## config.mk

```make
export PLATFORM = sky130hd
export DESIGN_NAME = sign_mem_dump
export DESIGN_NICKNAME = d
export VERILOG_FILES = /design/src/rtl/sign_mem_dump.sv
export SDC_FILE = /design/constraint.sdc
export NUM_CORES = 1
export LEC_CHECK = 0
export ABC_AREA = 1
export BUFFER_PORTS_ARGS = -buffer_cell sky130_fd_sc_hd__buf_2
export CORE_MARGIN = 1.5
export CORE_UTILIZATION = 48
export DETAILED_ROUTE_END_ITERATION = 7
export PLACE_DENSITY = 0.76
export SLEW_MARGIN = 20
export SYNTH_ARGS = -nofsm -noshare
export SYNTH_HDL_FRONTEND = slang
export SYNTH_SLANG_ARGS = --single-unit
export TNS_END_PERCENT = 50
```

## constraint.sdc

```tcl
create_clock -name i_clk -period 2.7 [get_ports i_clk]
set_input_delay 0.135 -clock i_clk [delete_from_list [all_inputs] [get_ports i_clk]]
set_output_delay 0.135 -clock i_clk [all_outputs]
set_load 0.005 [all_outputs]
```

## src/rtl/sign_mem_dump.sv

```systemverilog
// rtl/sign_mem_dump.sv - signature SRAM readout sequencer with stream output and rotate-XOR checksum
module sign_mem_dump #(
    parameter int ADDR_W = 12,
    parameter int DATA_W = 16
) (
    input  logic              i_clk,
    input  logic              reset_d,
    input  logic              i_start,
    input  logic [ADDR_W-1:0] i_last_addr,
    output logic              o_busy,
    output logic              o_done,
    output logic              o_smem_ext,
    output logic              o_smem_cen,
    output logic              o_smem_wen,
    output logic [ADDR_W-1:0] o_smem_addr,
    output logic [DATA_W-1:0] o_smem_wdata,
    input  logic [DATA_W-1:0] i_smem_rdata,
    output logic              o_valid,
    output logic [DATA_W-1:0] o_data,
    input  logic              i_ready,
    output logic [DATA_W-1:0] o_checksum
);

    typedef enum logic [1:0] {
        S_IDLE  = 2'd0,
        S_READ  = 2'd1,
        S_DRAIN = 2'd2,
        S_DONE  = 2'd3
    } state_t;

    state_t            state;
    state_t            state_nxt;
    logic [ADDR_W-1:0] last_addr;
    logic [ADDR_W-1:0] rd_addr;
    logic              inflight;
    logic [1:0]        fifo_count;
    logic [DATA_W-1:0] fifo_q0;
    logic [DATA_W-1:0] fifo_q1;
    logic [DATA_W-1:0] chk;
    logic              pop;
    logic              push;
    logic              issue;
    logic              start_ok;
    logic [2:0]        occ_after;

    // A beat leaves the FIFO whenever the head is valid and the sink takes it.
    assign pop      = (fifo_count != 2'd0) & i_ready;
    // Read data returns exactly one cycle after the read, so in-flight means push now.
    assign push     = inflight;
    // Occupancy seen by the next read: buffered + returning - leaving this cycle.
    assign occ_after = {1'b0, fifo_count} + {2'b00, inflight} - {2'b00, pop};
    assign start_ok = (state == S_IDLE) & i_start;

    assign o_smem_cen   = ~issue;
    assign o_smem_wen   = 1'b1;
    assign o_smem_addr  = rd_addr;
    assign o_smem_wdata = '0;
    assign o_busy       = (state != S_IDLE);
    assign o_valid      = (fifo_count != 2'd0);
    assign o_data       = fifo_q0;
    assign o_checksum   = chk;

    // State register.
    always_ff @(posedge i_clk or negedge reset_d) begin
        if (!reset_d) begin
            state <= S_IDLE;
        end else begin
            state <= state_nxt;
        end
    end

    // Next state, read issue and SRAM ownership; the last read is detected by
    // address compare at issue time so a full 2^ADDR_W dump never relies on wrap.
    always_comb begin
        state_nxt  = state;
        issue      = 1'b0;
        o_smem_ext = 1'b0;
        o_done     = 1'b0;
        case (state)
            S_IDLE: begin
                if (i_start) begin
                    state_nxt = S_READ;
                end
            end
            S_READ: begin
                o_smem_ext = 1'b1;
                if (occ_after < 3'd2) begin
                    issue = 1'b1;
                    if (rd_addr == last_addr) begin
                        state_nxt = S_DRAIN;
                    end
                end
            end
            S_DRAIN: begin
                o_smem_ext = 1'b1;
                if ((fifo_count == 2'd0) && !inflight) begin
                    state_nxt = S_DONE;
                end
            end
            S_DONE: begin
                o_done    = 1'b1;
                state_nxt = S_IDLE;
            end
            default: begin
                state_nxt = S_IDLE;
            end
        endcase
    end

    // Read address and dump limit; both are frozen once the dump is running.
    always_ff @(posedge i_clk or negedge reset_d) begin
        if (!reset_d) begin
            rd_addr   <= '0;
            last_addr <= '0;
        end else if (start_ok) begin
            rd_addr   <= '0;
            last_addr <= i_last_addr;
        end else if (issue) begin
            rd_addr   <= rd_addr + {{(ADDR_W-1){1'b0}}, 1'b1};
        end
    end

    // In-flight flag marks the cycle in which SRAM read data is valid.
    always_ff @(posedge i_clk or negedge reset_d) begin
        if (!reset_d) begin
            inflight <= 1'b0;
        end else begin
            inflight <= issue;
        end
    end

    // Two-entry shift FIFO; q0 is always the head so o_data comes straight from a flop.
    always_ff @(posedge i_clk or negedge reset_d) begin
        if (!reset_d) begin
            fifo_count <= 2'd0;
            fifo_q0    <= '0;
            fifo_q1    <= '0;
        end else begin
            if (push && pop) begin
                if (fifo_count == 2'd1) begin
                    fifo_q0 <= i_smem_rdata;
                end else begin
                    fifo_q0 <= fifo_q1;
                    fifo_q1 <= i_smem_rdata;
                end
            end else if (pop) begin
                fifo_q0    <= fifo_q1;
                fifo_count <= fifo_count - 2'd1;
            end else if (push) begin
                if (fifo_count == 2'd0) begin
                    fifo_q0 <= i_smem_rdata;
                end else begin
                    fifo_q1 <= i_smem_rdata;
                end
                fifo_count <= fifo_count + 2'd1;
            end
        end
    end

    // Running rotate-left-then-XOR checksum over every delivered beat.
    always_ff @(posedge i_clk or negedge reset_d) begin
        if (!reset_d) begin
            chk <= '0;
        end else if (start_ok) begin
            chk <= '0;
        end else if (pop) begin
            chk <= {chk[DATA_W-2:0], chk[DATA_W-1]} ^ fifo_q0;
        end
    end

    // The issue throttle must keep a push into a full FIFO impossible.
    always @(posedge i_clk) begin
        if (reset_d) begin
            assert (!(push && !pop && (fifo_count == 2'd2)));
        end
    end

endmodule
```

Word-level counts from Yosys, hierarchy flattened
Cells that the tools add are included.
{"block": "word_totals", "ff_bits": 77, "inputBits": 32}
{"block": "classes", "addsub": 5, "n_lt_le_gt_ge": 1, "eq_ne": 12, "muxes": 25, "n_bitwise": 5, "n_reduce_logical": 18}
{"operator": "16-bit two-way mux", "n": 12}
{"operator": "12-bit two-way mux", "n": 2}
{"operator": "16-bit XOR", "n": 1}
{"operator": "12-bit by 1-bit adder with 12-bit output, second input constant", "n": 1}
{"operator": "12-bit equality test", "n": 1}
{"operator": "2-bit two-way mux", "n": 6}
{"operator": "2-bit nonzero test", "n": 6}
{"operator": "2-bit inequality test, second input constant", "n": 5}
{"operator": "2-bit one-hot mux with 4 select lines", "n": 1}
{"operator": "4-bit AND reduction", "n": 2}
{"operator": "3-bit nonzero test", "n": 2}
{"operator": "2-bit by 1-bit equality test with 1-bit output, second input constant", "n": 2}
{"operator": "2-bit equality test, second input constant", "n": 2}
{"operator": "2-bit zero test", "n": 2}
{"operator": "1-bit two-way mux", "n": 4}
{"operator": "2-bit by 1-bit inequality test with 1-bit output, second input constant", "n": 2}
{"operator": "2-bit AND reduction", "n": 2}
{"operator": "2-bit by 1-bit adder with 3-bit output", "n": 1}
{"operator": "3-bit by 2-bit < comparator with 1-bit output, second input constant", "n": 1}
{"operator": "3-bit by 1-bit subtractor with 3-bit output", "n": 1}
{"operator": "2-bit by 1-bit adder with 2-bit output, second input constant", "n": 1}
{"operator": "1-bit bitwise AND", "n": 2}
{"operator": "1-bit logical AND", "n": 2}
{"operator": "1-bit NOT", "n": 2}
{"operator": "3 further kinds", "n": 3}

Logic depth before layout (Yosys ltp)
Gate-level depths: netlist (run 1).
{"block": "depth", "depth_word": 8, "ltp_mapped": 20}

Least setup slack after synthesis (run 1)
Ideal clock, no wire load.
{"block": "synth_timing", "path_kind": "reg2reg", "startpoint": "register fifo_count[1]", "endpoint": "register rd_addr[4] (netlist: o_smem_addr[4])", "setup_time_ps": 123, "t_arrival_ps": 2747, "t_required_ps": 2577, "slack_ps": -170, "stages_incl_launch_ff": 17, "path_buffers": 2, "synth_period_minus_slack_ps": 2870, "path_cell_list": "dfrtp_1 -> inv_2 -> ha_1 -> inv_1 -> nand2_1 -> buf_2 -> buf_2 -> ha_1 -> nand2_1 -> fa_1 -> nand2_1 -> nor2_1 -> nand2_2 -> nor2_1 -> inv_1 -> o21ai_0 -> a21oi_1"}
{"block": "synth_via", "elab_chain_cells": 7, "word_cells_on_any_way": 8, "classes_between": "add/sub: 2; order compare: 1; mux: 2; bitwise: 1; reduce/logical: 2"}
{"item": "from (decl)", "line_no": "36", "rtl": "logic [1:0] fifo_count;"}
{"item": "from (signal assigned)", "line_no": "148", "rtl": "fifo_count <= fifo_count - 2'd1;"}
{"item": "from (signal assigned)", "line_no": "155", "rtl": "fifo_count <= fifo_count + 2'd1;"}
{"item": "2-bit nonzero test"}
{"item": "via o_valid", "line_no": "18", "rtl": "output logic o_valid,"}
{"item": "1-bit bitwise AND", "line_no": "47", "rtl": "assign pop = (fifo_count != 2'd0) & i_ready;"}
{"item": "3-bit by 1-bit subtractor with 3-bit output", "line_no": "51", "rtl": "assign occ_after = {1'b0, fifo_count} + {2'b00, inflight} - {2'b00, pop};"}
{"item": "3-bit by 2-bit < comparator with 1-bit output", "line_no": "87", "rtl": "if (occ_after < 3'd2) begin"}
{"item": "1-bit two-way mux", "line_no": "87"}
{"item": "1-bit two-way mux", "line_no": "79", "rtl": "case (state)"}
{"item": "2-bit nonzero test (no source line)"}
{"item": "to (signal assigned)", "line_no": "119", "rtl": "rd_addr <= rd_addr + {{(ADDR_W-1){1'b0}}, 1'b1};"}
{"item": "to (decl)", "line_no": "34", "rtl": "logic [ADDR_W-1:0] rd_addr;"}
The timed path passes the listed nets, and every way through them passes these cells.
A chain may end at the register's enable or synchronous reset.

Worst setup path in the final report (run 1)
{"block": "layout_timing", "startpoint": "register fifo_count[1]", "endpoint": "output o_smem_cen"}
{"block": "layout_via", "elab_chain_cells": 7, "word_cells_on_any_way": 8, "classes_between": "add/sub: 2; order compare: 1; mux: 2; bitwise: 2; reduce/logical: 1"}
{"item": "branches (longest 2 deep; another with 2-bit by 1-bit adder with 3-bit output)"}
{"item": "3-bit by 1-bit subtractor with 3-bit output (*)", "line_no": "51"}
{"item": "3-bit by 2-bit < comparator with 1-bit output (*)", "line_no": "87"}
{"item": "1-bit two-way mux (*)", "line_no": "87"}
{"item": "1-bit two-way mux (*)", "line_no": "79"}
{"item": "1-bit NOT (*)", "line_no": "54", "rtl": "assign o_smem_cen = ~issue;"}
{"item": "to (decl)", "line_no": "13", "rtl": "output logic o_smem_cen,"}
Mark *: on every way between the ends.

==> results of run 1 <==
-- per-layer routing --
layer | up-vias | global-route usage [%]
met3 | 15 | 3.483
li1 | 1607 | -
met5 | - | 0
met2 | 88 | 37.59
met4 | 0 | 10.77
met1 | 1565 | 27.93
-- state kept, by name, indices dropped and copies added (netlist names) --
signal and count:
o_data 16, o_checksum 16, fifo_q1 16, o_smem_addr 12, state 2, last_addr 12
inflight 1, fifo_count 2
-- synthesized netlist by cell type (all sizes together) --
| library cell | count | area (sq um) |
|---|---|---|
| nand2 | 101 | 389.1 |
| buf | 24 | 162.7 |
| o21ai | 53 | 265.3 |
| nand4 | 2 | 12.51 |
| or2 | 1 | 6.260 |
| xnor2 | 19 | 166.4 |
| dfrtp | 77 | 1927 |
| nor2 | 17 | 73.82 |
| o22ai | 16 | 100.1 |
| inv | 53 | 198.9 |
| a31oi | 16 | 100.1 |
| a21oi | 9 | 45.04 |
| clkinv | 1 | 5.000 |
| nand3 | 28 | 140.1 |
| fa | 1 | 20.02 |
| xor2 | 1 | 8.760 |
| clkbuf | 10 | 37.54 |
| conb | 2 | 7.510 |
| nor3 | 6 | 46.30 |
| ha | 9 | 112.6 |
-- layout by cell type (no fill, tap or decap), drive strengths merged --
cell         count
xor2             1
inv             54
dfrtp           77
bufinv           2
clkinvlp         2
o21ai           53
nand4            2
nor2            17
nand2          101
a31oi           16
ha               9
dlygate4sd3      9
o22ai           16
conb            17
fa               1
xnor2           19
clkbuf           9
clkinv           3
nand3           28
or2              1
nor3             6
buf             91
a21oi            9
-- cell type report --
cell class,instances,area share (%)
inverters,54,4.392
clock buffers,9,2.668
clock inverters,7,2.102
multi-input cells,296,34.20
flip-flops and latches,77,41.50
well taps,102,2.749
repair buffers,100,12.40
-- kinds of logic after synthesis --
logic type | count (synthesis)
compound gates | 94
xor+xnor | 20
fa+ha+maj | 10
buf+inv | 88
flops | 77
other cells | 2
simple gates | 155
-- per-stage QoR --
step	setup TNS, ps	hold WS [ps]
finish	0	9.151
detailed placement	0	339.6
CTS	0	1.570
global placement	0	344.1
floorplan	0	-160.6
global route	-10.55	13.98
-- what timing repair did --
action,CTS,global route
setup buffers,0,5
gates resized for setup,0,6
endpoints found under the hold margin,85,0
hold buffers,9,0
setup endpoints to repair,0,9
-- path summary, 6_finish.rpt --
| check | startpoint | endpoint | slack [ps] | cells after the start |
|---|---|---|---|---|
| worst max-delay path | fifo_count[1] | o_smem_cen | 120 | 11 |
| worst max register to register | fifo_count[1] | o_smem_addr[7] | 130 | 14 |
| worst min-delay path | i_last_addr[4] | last_addr[4] | 9 | 3 |
| max in group asynchronous | reset_d | o_smem_addr[5] | 1560 | 2 |
| min in group asynchronous | reset_d | last_addr[7] | 470 | 2 |
| worst min register to register | fifo_q1[5] | fifo_q1[5] | 500 | 2 |
-- power by group through the flow --
stage	combinational, mW	clock (mW)	sequential [mW]
after global placement	1.96	0	1.98
after detailed placement	2.06	0	2.02
final	2.13	0.974	2.00
after global routing	2.44	1.04	2.05
after floorplan	1.43	0	1.95
after CTS	2.08	0.989	2.00
-- tightest hold or removal path: stages --
cell                      delay, ps
sky130_fd_sc_hd__buf_2           70
sky130_fd_sc_hd__nand2_1         50
sky130_fd_sc_hd__o21ai_0         70
==> results_tabular.tex, run 1 <==
\begin{tabular}{lr}
\hline
Metric & Value \\
\hline
\multicolumn{2}{l}{\textbf{Status}} \\
\quad Status & complete, no violations \\
\multicolumn{2}{l}{\textbf{Finish}} \\
\quad Fill cells & 702 \\
\quad Post-Layout Cell Count & 645 \\
\quad Number of inserted diodes & 0 \\
\quad Post-route core utilization & 60.09\% \\
\quad Combined area of the multi-input logic cells & 1588 sq um \\
\quad Share of post-route cells with drive strength above 1 & 23.94\% \\
\quad Layout Area Growth over Synthesis & 21.39\% \\
\quad Cell area after layout & 4643 sq um \\
\quad Final \#Nets & 580 \\
\quad Sequential Area & 1927 sq um \\
\multicolumn{2}{l}{\textbf{Clock tree}} \\
\quad Clk Tree Root Cell & sky130\_fd\_sc\_hd\_\_clkbuf\_8 \\
\quad TritonCTS buffer count & 9 \\
\quad \# H-tree levels & 3 \\
\quad Deepest clock path buffer count & 2 \\
\quad Number of clock sinks seen by CTS & 77 \\
\quad TritonCTS clock tree & yes \\
\quad Clock insertion delay at the later pin of the skew report & 350 ps \\
\quad Clock slew at the register clock pins of the worst setup and hold paths & 80 ps \\
\multicolumn{2}{l}{\textbf{Floorplan}} \\
\quad Die height & 92.27 microns \\
\quad Number of standard-cell rows in the floorplan & 32 \\
\quad Horiz. Die Dim & 92.27 microns \\
\quad Count of boundary I/O pins & 98 \\
\quad Full die area & 8513 sq um \\
\quad Total core area & 7727 sq um \\
\quad Initial Util & 49.50\% \\
\multicolumn{2}{l}{\textbf{Worst setup path}} \\
\quad Category of the worst setup path capture point & output pin \\
\quad Required @ worst endpoint & 2570 ps \\
\quad Slowest Stage Delay on Critical Path & 500 ps \\
\quad Worst Path Buf+Inv & 3 \\
\quad Worst-path fanout max & 4 \\
\quad Crit-path cells & inv\_2, ha\_2, inv\_2, nand2\_2, ha\_1, nand2\_1, fa\_1, nand2\_2, nor2\_4, nand2\_4, buf\_2 \\
\quad Max stage delay cell, worst path & sky130\_fd\_sc\_hd\_\_fa\_1 \\
\quad CP Class & reg -> out \\
\quad WP data arrival & 2440 ps \\
\quad Top Family by Delay on Critical Path & adder cells \\
\quad Kind of start point of the critical path & flip-flop \\
\multicolumn{2}{l}{\textbf{Global route}} \\
\quad Largest net degree at the start of global routing & 78 \\
\quad First-pass GRT wire length & 15.01 mm \\
\quad Overall track demand over capacity in global routing & 22.31\% \\
\quad Number of antenna violations at the first check in global routing & 0 \\
\quad Total congestion overflow after global routing & 0 \\
\quad Vias in the first global route & 3268 \\
\multicolumn{2}{l}{\textbf{Routing}} \\
\quad Metal2 WL & 4.450 mm \\
\quad Detailed-route via count & 3275 \\
\quad Highest metal used & met4 \\
\quad Total wire length & 8.931 mm \\
\quad Met1 wire length & 3.921 mm \\
\quad Final ANT Viol Nets & 0 \\
\quad Met3 wire len & 331 microns \\
\quad Mean number of vias per cell & 5.078 \\
\quad Drt wl/cell & 13.85 microns \\
\quad Initial drt markers & 144 \\
\quad Detailed-router iteration count before antenna repair & 4 \\
\quad Remaining routing DRC violations & 0 \\
\multicolumn{2}{l}{\textbf{Timing}} \\
\quad Period Utilization, post-route & 95.47\% \\
\quad Setup slack after layout & 122.2 ps \\
\quad Final min period & 2578 ps \\
\quad Final setup viols & 0 \\
\quad Count of pins over their slew limit & 0 \\
\quad Normalized max-slew margin & 34.09\% \\
\quad Worst clock skew & 14.65 ps \\
\quad Achievable frequency & 387.9 MHz \\
\quad Least-Margin Pin Slew & 988.6 ps \\
\quad Endpoints failing hold & 0 \\
\multicolumn{2}{l}{\textbf{Synth}} \\
\quad Post-Syn Area per Cell & 8.576 sq um \\
\quad Synthesized-area fraction occupied by and/or/nand/nor cells & 17.47\% \\
\quad Fraction of the mapped netlist area in adder cells & 3.467\% \\
\quad Synthesized cell area & 3825 sq um \\
\quad Fraction of synthesized area in multiplexers & 0\% \\
\quad Count of synthesis-stage warnings from yosys & 0 \\
\quad Post-Synth XOR/XNOR Area & 4.580\% \\
\quad Seq/Total Area, Yosys & 50.38\% \\
\quad Number of instances in the synthesized netlist & 446 \\
\quad Synthesis-stage register bit count & 77 \\
\quad Dominant combinational cell family by area after synthesis & simple AND/OR/NAND/NOR gates \\
\quad Compound-gate portion of the synthesized area & 13.35\% \\
\quad Number of distinct library cells after synthesis & 28 \\
\multicolumn{2}{l}{\textbf{Power}} \\
\quad Leakage power total & 2.352 nW \\
\quad Internal Pwr Total & 3.068 mW \\
\quad Clock group share of total power & 19.1\% \\
\quad Sequential Power Share & 39.2\% \\
\quad PwrDens & 1100 nW/um\^{}2 \\
\quad Combinational fraction of design power & 41.7\% \\
\quad Power after layout & 5.106 mW \\
\quad Peak ir drop on the vdd network & 0.5516 mV \\
\quad Psw & 2.038 mW \\
\quad Switching power share of the total & 39.92\% \\
\multicolumn{2}{l}{\textbf{Placement}} \\
\quad Number of placed cells counting well taps & 615 \\
\quad Quantity of I/O buffers inserted on ports & 80 \\
\quad Weighted congestion at the end of routability-driven global placement & 0.8575 \\
\quad Minimum setup slack after placement & 61.84 ps \\
\quad Post-DP HPWL & 6.150 mm \\
\quad Area after DPL & 4273 sq um \\
\multicolumn{2}{l}{\textbf{Worst hold path}} \\
\quad Classification of the worst-slack hold path & in -> reg \\
\multicolumn{2}{l}{\textbf{Flow run}} \\
\quad Max Cap Violations & 0 \\
\hline
\end{tabular}
Note: power is estimated with default switching activity, not from simulation.
==> run 2: changes to the inputs <==
--- a/config.mk
+++ b/config.mk
@@ -7,7 +7,7 @@
 export LEC_CHECK = 0
 export ABC_AREA = 1
 export BUFFER_PORTS_ARGS = -buffer_cell sky130_fd_sc_hd__buf_2
-export CORE_MARGIN = 1.5
+export CORE_MARGIN = 5
 export CORE_UTILIZATION = 48
 export DETAILED_ROUTE_END_ITERATION = 7
 export PLACE_DENSITY = 0.76
==> results_tabular.tex, run 2 (same netlist as run 1, synthesis figures left out) <==
\begin{tabular}{lr}
\hline
Metric & Value \\
\hline
\multicolumn{2}{l}{\textbf{Floorplan}} \\
\quad Initial Util & 49.50\% \\
\quad Horiz. Die Dim & 99.27 microns \\
\quad Full die area & 9854 sq um \\
\quad Die height & 99.27 microns \\
\quad Total core area & 7727 sq um \\
\quad Count of boundary I/O pins & 98 \\
\quad Number of standard-cell rows in the floorplan & 32 \\
\multicolumn{2}{l}{\textbf{Global route}} \\
\quad Vias in the first global route & 3239 \\
\quad Total congestion overflow after global routing & 0 \\
\quad First-pass GRT wire length & 14.92 mm \\
\quad Largest net degree at the start of global routing & 78 \\
\quad Number of antenna violations at the first check in global routing & 0 \\
\quad Overall track demand over capacity in global routing & 18.59\% \\
\multicolumn{2}{l}{\textbf{Worst setup path}} \\
\quad WP data arrival & 2470 ps \\
\quad Most common cell type on the critical path & sky130\_fd\_sc\_hd\_\_nand2\_4 \\
\quad Source of the worst register-to-register timing path & fifo\_count[0] \\
\quad Required @ worst endpoint & 2570 ps \\
\quad Worst Reg2Reg Path Length in Cells & 14 \\
\quad Critical R2R Capture & o\_smem\_addr[9] \\
\quad CP Class & reg -> out \\
\quad Max stage delay cell, worst path & sky130\_fd\_sc\_hd\_\_fa\_2 \\
\quad Worst-path fanout max & 4 \\
\quad Worst reg2reg setup slack & 150 ps \\
\quad Crit-path cells & inv\_2, ha\_4, inv\_4, nand2\_4, ha\_4, nand2\_2, fa\_2, nand2\_4, nor2\_4, nand2\_4, buf\_2 \\
\quad Slowest Stage Delay on Critical Path & 590 ps \\
\quad Kind of start point of the critical path & flip-flop \\
\quad Category of the worst setup path capture point & output pin \\
\quad Capturing instance or port of the critical path & o\_smem\_cen \\
\quad Critical Path Start & fifo\_count[0] \\
\multicolumn{2}{l}{\textbf{Routing}} \\
\quad Final ANT Viol Nets & 0 \\
\quad Remaining routing DRC violations & 0 \\
\quad Detailed-router iteration count before antenna repair & 4 \\
\quad Detailed-route via count & 3271 \\
\quad Drt wl/cell & 13.92 microns \\
\quad Total wire length & 8.991 mm \\
\quad Initial drt markers & 107 \\
\quad Mean number of vias per cell & 5.063 \\
\multicolumn{2}{l}{\textbf{Timing}} \\
\quad Final-layout setup total negative slack & 0 ps \\
\quad Worst clock skew & 8.841 ps \\
\quad Normalized max-slew margin & 56.94\% \\
\quad Least-Margin Pin Slew & 645.1 ps \\
\quad Period Utilization, post-route & 96.65\% \\
\quad Final min period & 2610 ps \\
\quad Count of pins over their slew limit & 0 \\
\quad Endpoints failing hold & 0 \\
\quad Worst Hold Margin & 1.934 ps \\
\quad Achievable frequency & 383.2 MHz \\
\quad Final setup viols & 0 \\
\multicolumn{2}{l}{\textbf{Power}} \\
\quad Leakage power total & 2.370 nW \\
\quad Peak ir drop on the vdd network & 0.5664 mV \\
\quad PwrDens & 1099 nW/um\^{}2 \\
\quad Power after layout & 5.157 mW \\
\multicolumn{2}{l}{\textbf{Finish}} \\
\quad Most common library cell in the layout ignoring fill and taps & sky130\_fd\_sc\_hd\_\_nand2\_1 \\
\quad Fill cells & 677 \\
\quad Share of post-route cells with drive strength above 1 & 23.90\% \\
\quad Final \#Nets & 581 \\
\quad Commonest cells after routing, fill and taps aside & sky130\_fd\_sc\_hd\_\_nand2\_1 (93), sky130\_fd\_sc\_hd\_\_buf\_2 (79), sky130\_fd\_sc\_hd\_\_dfrtp\_1 (77) \\
\quad Number of inserted diodes & 0 \\
\quad Layout Area Growth over Synthesis & 22.67\% \\
\multicolumn{2}{l}{\textbf{Worst hold path}} \\
\quad Classification of the worst-slack hold path & in -> reg \\
\multicolumn{2}{l}{\textbf{Flow run}} \\
\quad Max Cap Violations & 0 \\
\multicolumn{2}{l}{\textbf{Clock tree}} \\
\quad Clk Tree Root Cell & sky130\_fd\_sc\_hd\_\_clkbuf\_8 \\
\quad Clock insertion delay at the later pin of the skew report & 360 ps \\
\quad TritonCTS clock tree & yes \\
\quad \# H-tree levels & 3 \\
\quad Deepest clock path buffer count & 2 \\
\quad Number of clock sinks seen by CTS & 77 \\
\quad Clock slew at the register clock pins of the worst setup and hold paths & 80 ps \\
\quad TritonCTS buffer count & 9 \\
\multicolumn{2}{l}{\textbf{Placement}} \\
\quad Weighted congestion at the end of routability-driven global placement & 0.8194 \\
\quad Post-DP HPWL & 6.351 mm \\
\quad Quantity of I/O buffers inserted on ports & 80 \\
\multicolumn{2}{l}{\textbf{Status}} \\
\quad Status & complete, no violations \\
\hline
\end{tabular}
## run 2: how the worst min path moves through the flow
stage | end | startpoint | slack, ps | depth (start not counted)
global route | last_addr[3] | i_last_addr[3] | 4 | 3
CTS | last_addr[3] | i_last_addr[3] | 3 | 3
detailed placement | o_smem_addr[5] | reset_d | 350 | 1
floorplan | fifo_count[0] | reset_d | -160 | 0
global placement | last_addr[6] | reset_d | 340 | 1
finish | last_addr[3] | i_last_addr[3] | 2 | 3
## run 2: metrics by stage
stage	setup slack (ps)	utilization [%]	cells	area [sq um]
5_1_grt	-18.30	60.72	646	4692
2_1_floorplan	14.70	-	461	3902
3_5_place_dp	140.6	55.29	615	4273
6_report	90.49	60.72	646	4692
3_3_place_gp	245.6	55.29	615	4273
4_1_cts	25.87	59.49	642	4597
## run 2: worst max-delay path: cells and delay by family (launching register included)
kind / cells / cell delay (ps)
adder cells (fa/ha/maj): 3 / 1030
flip-flops: 1 / 400
buffers and inverters: 3 / 300
AND/OR/NAND/NOR: 5 / 380
## run 2: routing by layer
metal  routed length (microns)  GRT usage, %
met2                      4563         31.87
met3                       458         4.979
met4                       136         4.937
met5                         0             0
met1                      3832         23.26
## run 2: where the power goes
part / leakage (nW) / internal, mW / switching (mW)
sequential: 0.984 / 1.61 / 0.382
clock: 0.110 / 0.470 / 0.472
combinational: 1.28 / 0.971 / 1.25
total: 2.37 / 3.05 / 2.10
## run 2: layout make-up
type | count | area (sq um) | share of cell area (%)
clock buffers | 10 | 137.6 | 2.933
repair buffers | 101 | 600.6 | 12.80
multi-input cells | 296 | 1617 | 34.45
clock inverters | 6 | 76.32 | 1.627
inverters | 54 | 206.4 | 4.400
well taps | 102 | 127.6 | 2.720
flip-flops and latches | 77 | 1927 | 41.07
## run 2: what timing repair did
action,in CTS,in global routing
endpoints found under the setup margin,0,9
hold buffers,11,0
buffers inserted,0,3
hold endpoints to repair,87,0
gates resized for setup,0,11
==> run 3: changes to the inputs <==
--- a/config.mk
+++ b/config.mk
@@ -7,10 +7,12 @@
 export LEC_CHECK = 0
 export ABC_AREA = 1
 export BUFFER_PORTS_ARGS = -buffer_cell sky130_fd_sc_hd__buf_2
+export CELL_PAD_IN_SITES_DETAIL_PLACEMENT = 1
+export CELL_PAD_IN_SITES_GLOBAL_PLACEMENT = 2
 export CORE_MARGIN = 5
-export CORE_UTILIZATION = 48
+export CORE_UTILIZATION = 28
 export DETAILED_ROUTE_END_ITERATION = 7
-export PLACE_DENSITY = 0.76
+export PLACE_DENSITY_LB_ADDON = 0.1
 export SLEW_MARGIN = 20
 export SYNTH_ARGS = -nofsm -noshare
 export SYNTH_HDL_FRONTEND = slang
==> results_tabular.tex, run 3 (same netlist as run 1, synthesis figures left out) <==
\begin{tabular}{lr}
\hline
Metric & Value \\
\hline
\multicolumn{2}{l}{\textbf{Global route}} \\
\quad GR met1 Demand/Resource & 17.14\% \\
\quad First-pass GRT wire length & 17.35 mm \\
\quad Largest net degree at the start of global routing & 78 \\
\quad Met2 Use GR & 21.89\% \\
\quad Total congestion overflow after global routing & 0 \\
\quad Overall track demand over capacity in global routing & 13.42\% \\
\quad Peak-usage layer in the global routing report & met2 \\
\quad Vias in the first global route & 3353 \\
\quad Number of antenna violations at the first check in global routing & 0 \\
\quad GR met3 Demand/Resource & 4.918\% \\
\multicolumn{2}{l}{\textbf{Worst hold path}} \\
\quad Classification of the worst-slack hold path & in -> reg \\
\multicolumn{2}{l}{\textbf{Placement}} \\
\quad Minimum setup slack after placement & 108.4 ps \\
\quad Weighted congestion at the end of routability-driven global placement & 0.7529 \\
\quad Post-DP HPWL & 7.506 mm \\
\quad Quantity of I/O buffers inserted on ports & 80 \\
\multicolumn{2}{l}{\textbf{Clock tree}} \\
\quad Clock insertion delay at the later pin of the skew report & 340 ps \\
\quad \# H-tree levels & 3 \\
\quad Clock slew at the register clock pins of the worst setup and hold paths & 60 ps \\
\quad TritonCTS clock tree & yes \\
\quad Deepest clock path buffer count & 2 \\
\quad Clk Tree Root Cell & sky130\_fd\_sc\_hd\_\_clkbuf\_16 \\
\quad TritonCTS buffer count & 9 \\
\quad Number of clock sinks seen by CTS & 77 \\
\multicolumn{2}{l}{\textbf{Floorplan}} \\
\quad Total core area & 13300 sq um \\
\quad Number of standard-cell rows in the floorplan & 42 \\
\quad Horiz. Die Dim & 126.9 microns \\
\quad Initial Util & 28.77\% \\
\quad Count of boundary I/O pins & 98 \\
\quad Full die area & 16100 sq um \\
\quad Die height & 126.9 microns \\
\multicolumn{2}{l}{\textbf{Routing}} \\
\quad Detailed-router iteration count before antenna repair & 4 \\
\quad Drt wl/cell & 14.85 microns \\
\quad Initial drt markers & 141 \\
\quad Mean number of vias per cell & 4.518 \\
\quad Total wire length & 10.54 mm \\
\quad Remaining routing DRC violations & 0 \\
\quad Final ANT Viol Nets & 0 \\
\quad Detailed-route via count & 3208 \\
\multicolumn{2}{l}{\textbf{Finish}} \\
\quad Layout Area Growth over Synthesis & 23.23\% \\
\quad Share of post-route cells with drive strength above 1 & 22.66\% \\
\quad Combined area of the multi-input logic cells & 1577 sq um \\
\quad Most common library cell in the layout ignoring fill and taps & sky130\_fd\_sc\_hd\_\_nand2\_1 \\
\quad Sequential Area & 1927 sq um \\
\quad Fill cells & 1583 \\
\quad Number of inserted diodes & 0 \\
\quad Commonest cells after routing, fill and taps aside & sky130\_fd\_sc\_hd\_\_nand2\_1 (95), sky130\_fd\_sc\_hd\_\_buf\_2 (79), sky130\_fd\_sc\_hd\_\_dfrtp\_1 (77) \\
\quad Final \#Nets & 573 \\
\multicolumn{2}{l}{\textbf{Timing}} \\
\quad Final min period & 2553 ps \\
\quad Worst Hold Margin & 17.25 ps \\
\quad Normalized max-slew margin & 51.17\% \\
\quad Endpoints failing hold & 0 \\
\quad Setup slack after layout & 147.3 ps \\
\quad Final setup viols & 0 \\
\quad Least-Margin Pin Slew & 732.4 ps \\
\quad Worst clock skew & 5.723 ps \\
\quad Achievable frequency & 391.7 MHz \\
\quad Setup repair after global routing missed its margin & false \\
\quad Period Utilization, post-route & 94.54\% \\
\quad Final-layout setup total negative slack & 0 ps \\
\quad Count of pins over their slew limit & 0 \\
\multicolumn{2}{l}{\textbf{Worst setup path}} \\
\quad Max stage delay cell, worst path & sky130\_fd\_sc\_hd\_\_fa\_1 \\
\quad CP Class & reg -> out \\
\quad Slowest Stage Delay on Critical Path & 500 ps \\
\quad Worst Path Buf+Inv & 3 \\
\quad Kind of start point of the critical path & flip-flop \\
\quad Top Family by Delay on Critical Path & adder cells \\
\quad Crit-path cells & inv\_2, ha\_2, inv\_2, nand2\_2, ha\_1, nand2\_1, fa\_1, nand2\_2, nor2\_4, nand2\_4, buf\_2 \\
\quad Worst-path fanout max & 4 \\
\quad WP data arrival & 2420 ps \\
\quad Required @ worst endpoint & 2570 ps \\
\quad Category of the worst setup path capture point & output pin \\
\multicolumn{2}{l}{\textbf{Flow run}} \\
\quad Max Cap Violations & 0 \\
\multicolumn{2}{l}{\textbf{Power}} \\
\quad PwrDens & 1111 nW/um\^{}2 \\
\quad Leakage power total & 2.346 nW \\
\quad Peak ir drop on the vdd network & 0.5221 mV \\
\multicolumn{2}{l}{\textbf{Status}} \\
\quad Status & complete, no violations \\
\hline
\end{tabular}
run 3: worst paths after layout:
kind | slack [ps] | cells past startpoint | endpoint | from
max in group asynchronous | 1800 | 2 | o_checksum[5] | reset_d
min in group asynchronous | 420 | 2 | last_addr[6] | reset_d
setup reg to reg | 200 | 14 | o_smem_addr[4] | fifo_count[0]
setup / recovery | 150 | 11 | o_smem_cen | fifo_count[0]
hold reg to reg | 480 | 2 | fifo_q1[3] | fifo_q1[3]
hold / removal | 20 | 3 | last_addr[4] | i_last_addr[4]
run 3: what timing repair did:
| item | in CTS | in global routing |
|---|---|---|
| hold buffers | 4 | 1 |
| setup buffers | 0 | 1 |
| resized for setup | 0 | 3 |
| setup endpoints to repair | 0 | 6 |
| hold endpoints to repair | 4 | 77 |
run 3: cell type report:
| class | instances | area share (%) |
|---|---|---|
| Multi-Input combinational cell | 296 | 33.45 |
| Timing Repair Buffer | 93 | 11.23 |
| Clock buffer | 10 | 4.858 |
| Inverter | 54 | 4.327 |
| Clock inverter | 4 | 0.5840 |
| Tap cell | 176 | 4.672 |
| Sequential cell | 77 | 40.88 |
run 3: metal layers:
layer | routed length [microns] | part of all wire (%) | vias to the layer above
met5 | 0 | 0 | -
li1 | - | - | 1585
met3 | 592 | 5.6 | 10
met4 | 101 | 0.96 | 0
met1 | 4808 | 46 | 1551
met2 | 5038 | 48 | 62
run 3: power by group:
part	internal, mW	switching (mW)	leakage [nW]
sequential	1.62	0.389	0.984
combinational	0.920	1.23	1.23
clock	0.612	0.468	0.128
total	3.15	2.09	2.35
run 3: worst register-to-register path, cell delays in order (launching register included):
cell and delay, ps:
sky130_fd_sc_hd__dfrtp_1 390, sky130_fd_sc_hd__inv_2 60, sky130_fd_sc_hd__ha_2 200, sky130_fd_sc_hd__inv_2 90
sky130_fd_sc_hd__nand2_2 70, sky130_fd_sc_hd__ha_1 280, sky130_fd_sc_hd__nand2_1 70, sky130_fd_sc_hd__fa_1 500
sky130_fd_sc_hd__nand2_2 90, sky130_fd_sc_hd__nor2_4 120, sky130_fd_sc_hd__nand2_4 80, sky130_fd_sc_hd__nor2_2 160
sky130_fd_sc_hd__inv_1 80, sky130_fd_sc_hd__o21ai_0 150, sky130_fd_sc_hd__a21oi_1 60
run 3: stage by stage:
step / power (mW) / std cells / instance area [sq um] / util [%]
after detailed placement: 4.187 / 690 / 4385 / 32.99
final: 5.235 / 710 / 4713 / 35.45
after global placement: 4.126 / 690 / 4385 / 32.99
after floorplan: 3.381 / 461 / 3902 / -
after global routing: 5.730 / 710 / 4713 / 35.45
after CTS: 5.324 / 708 / 4682 / 35.22
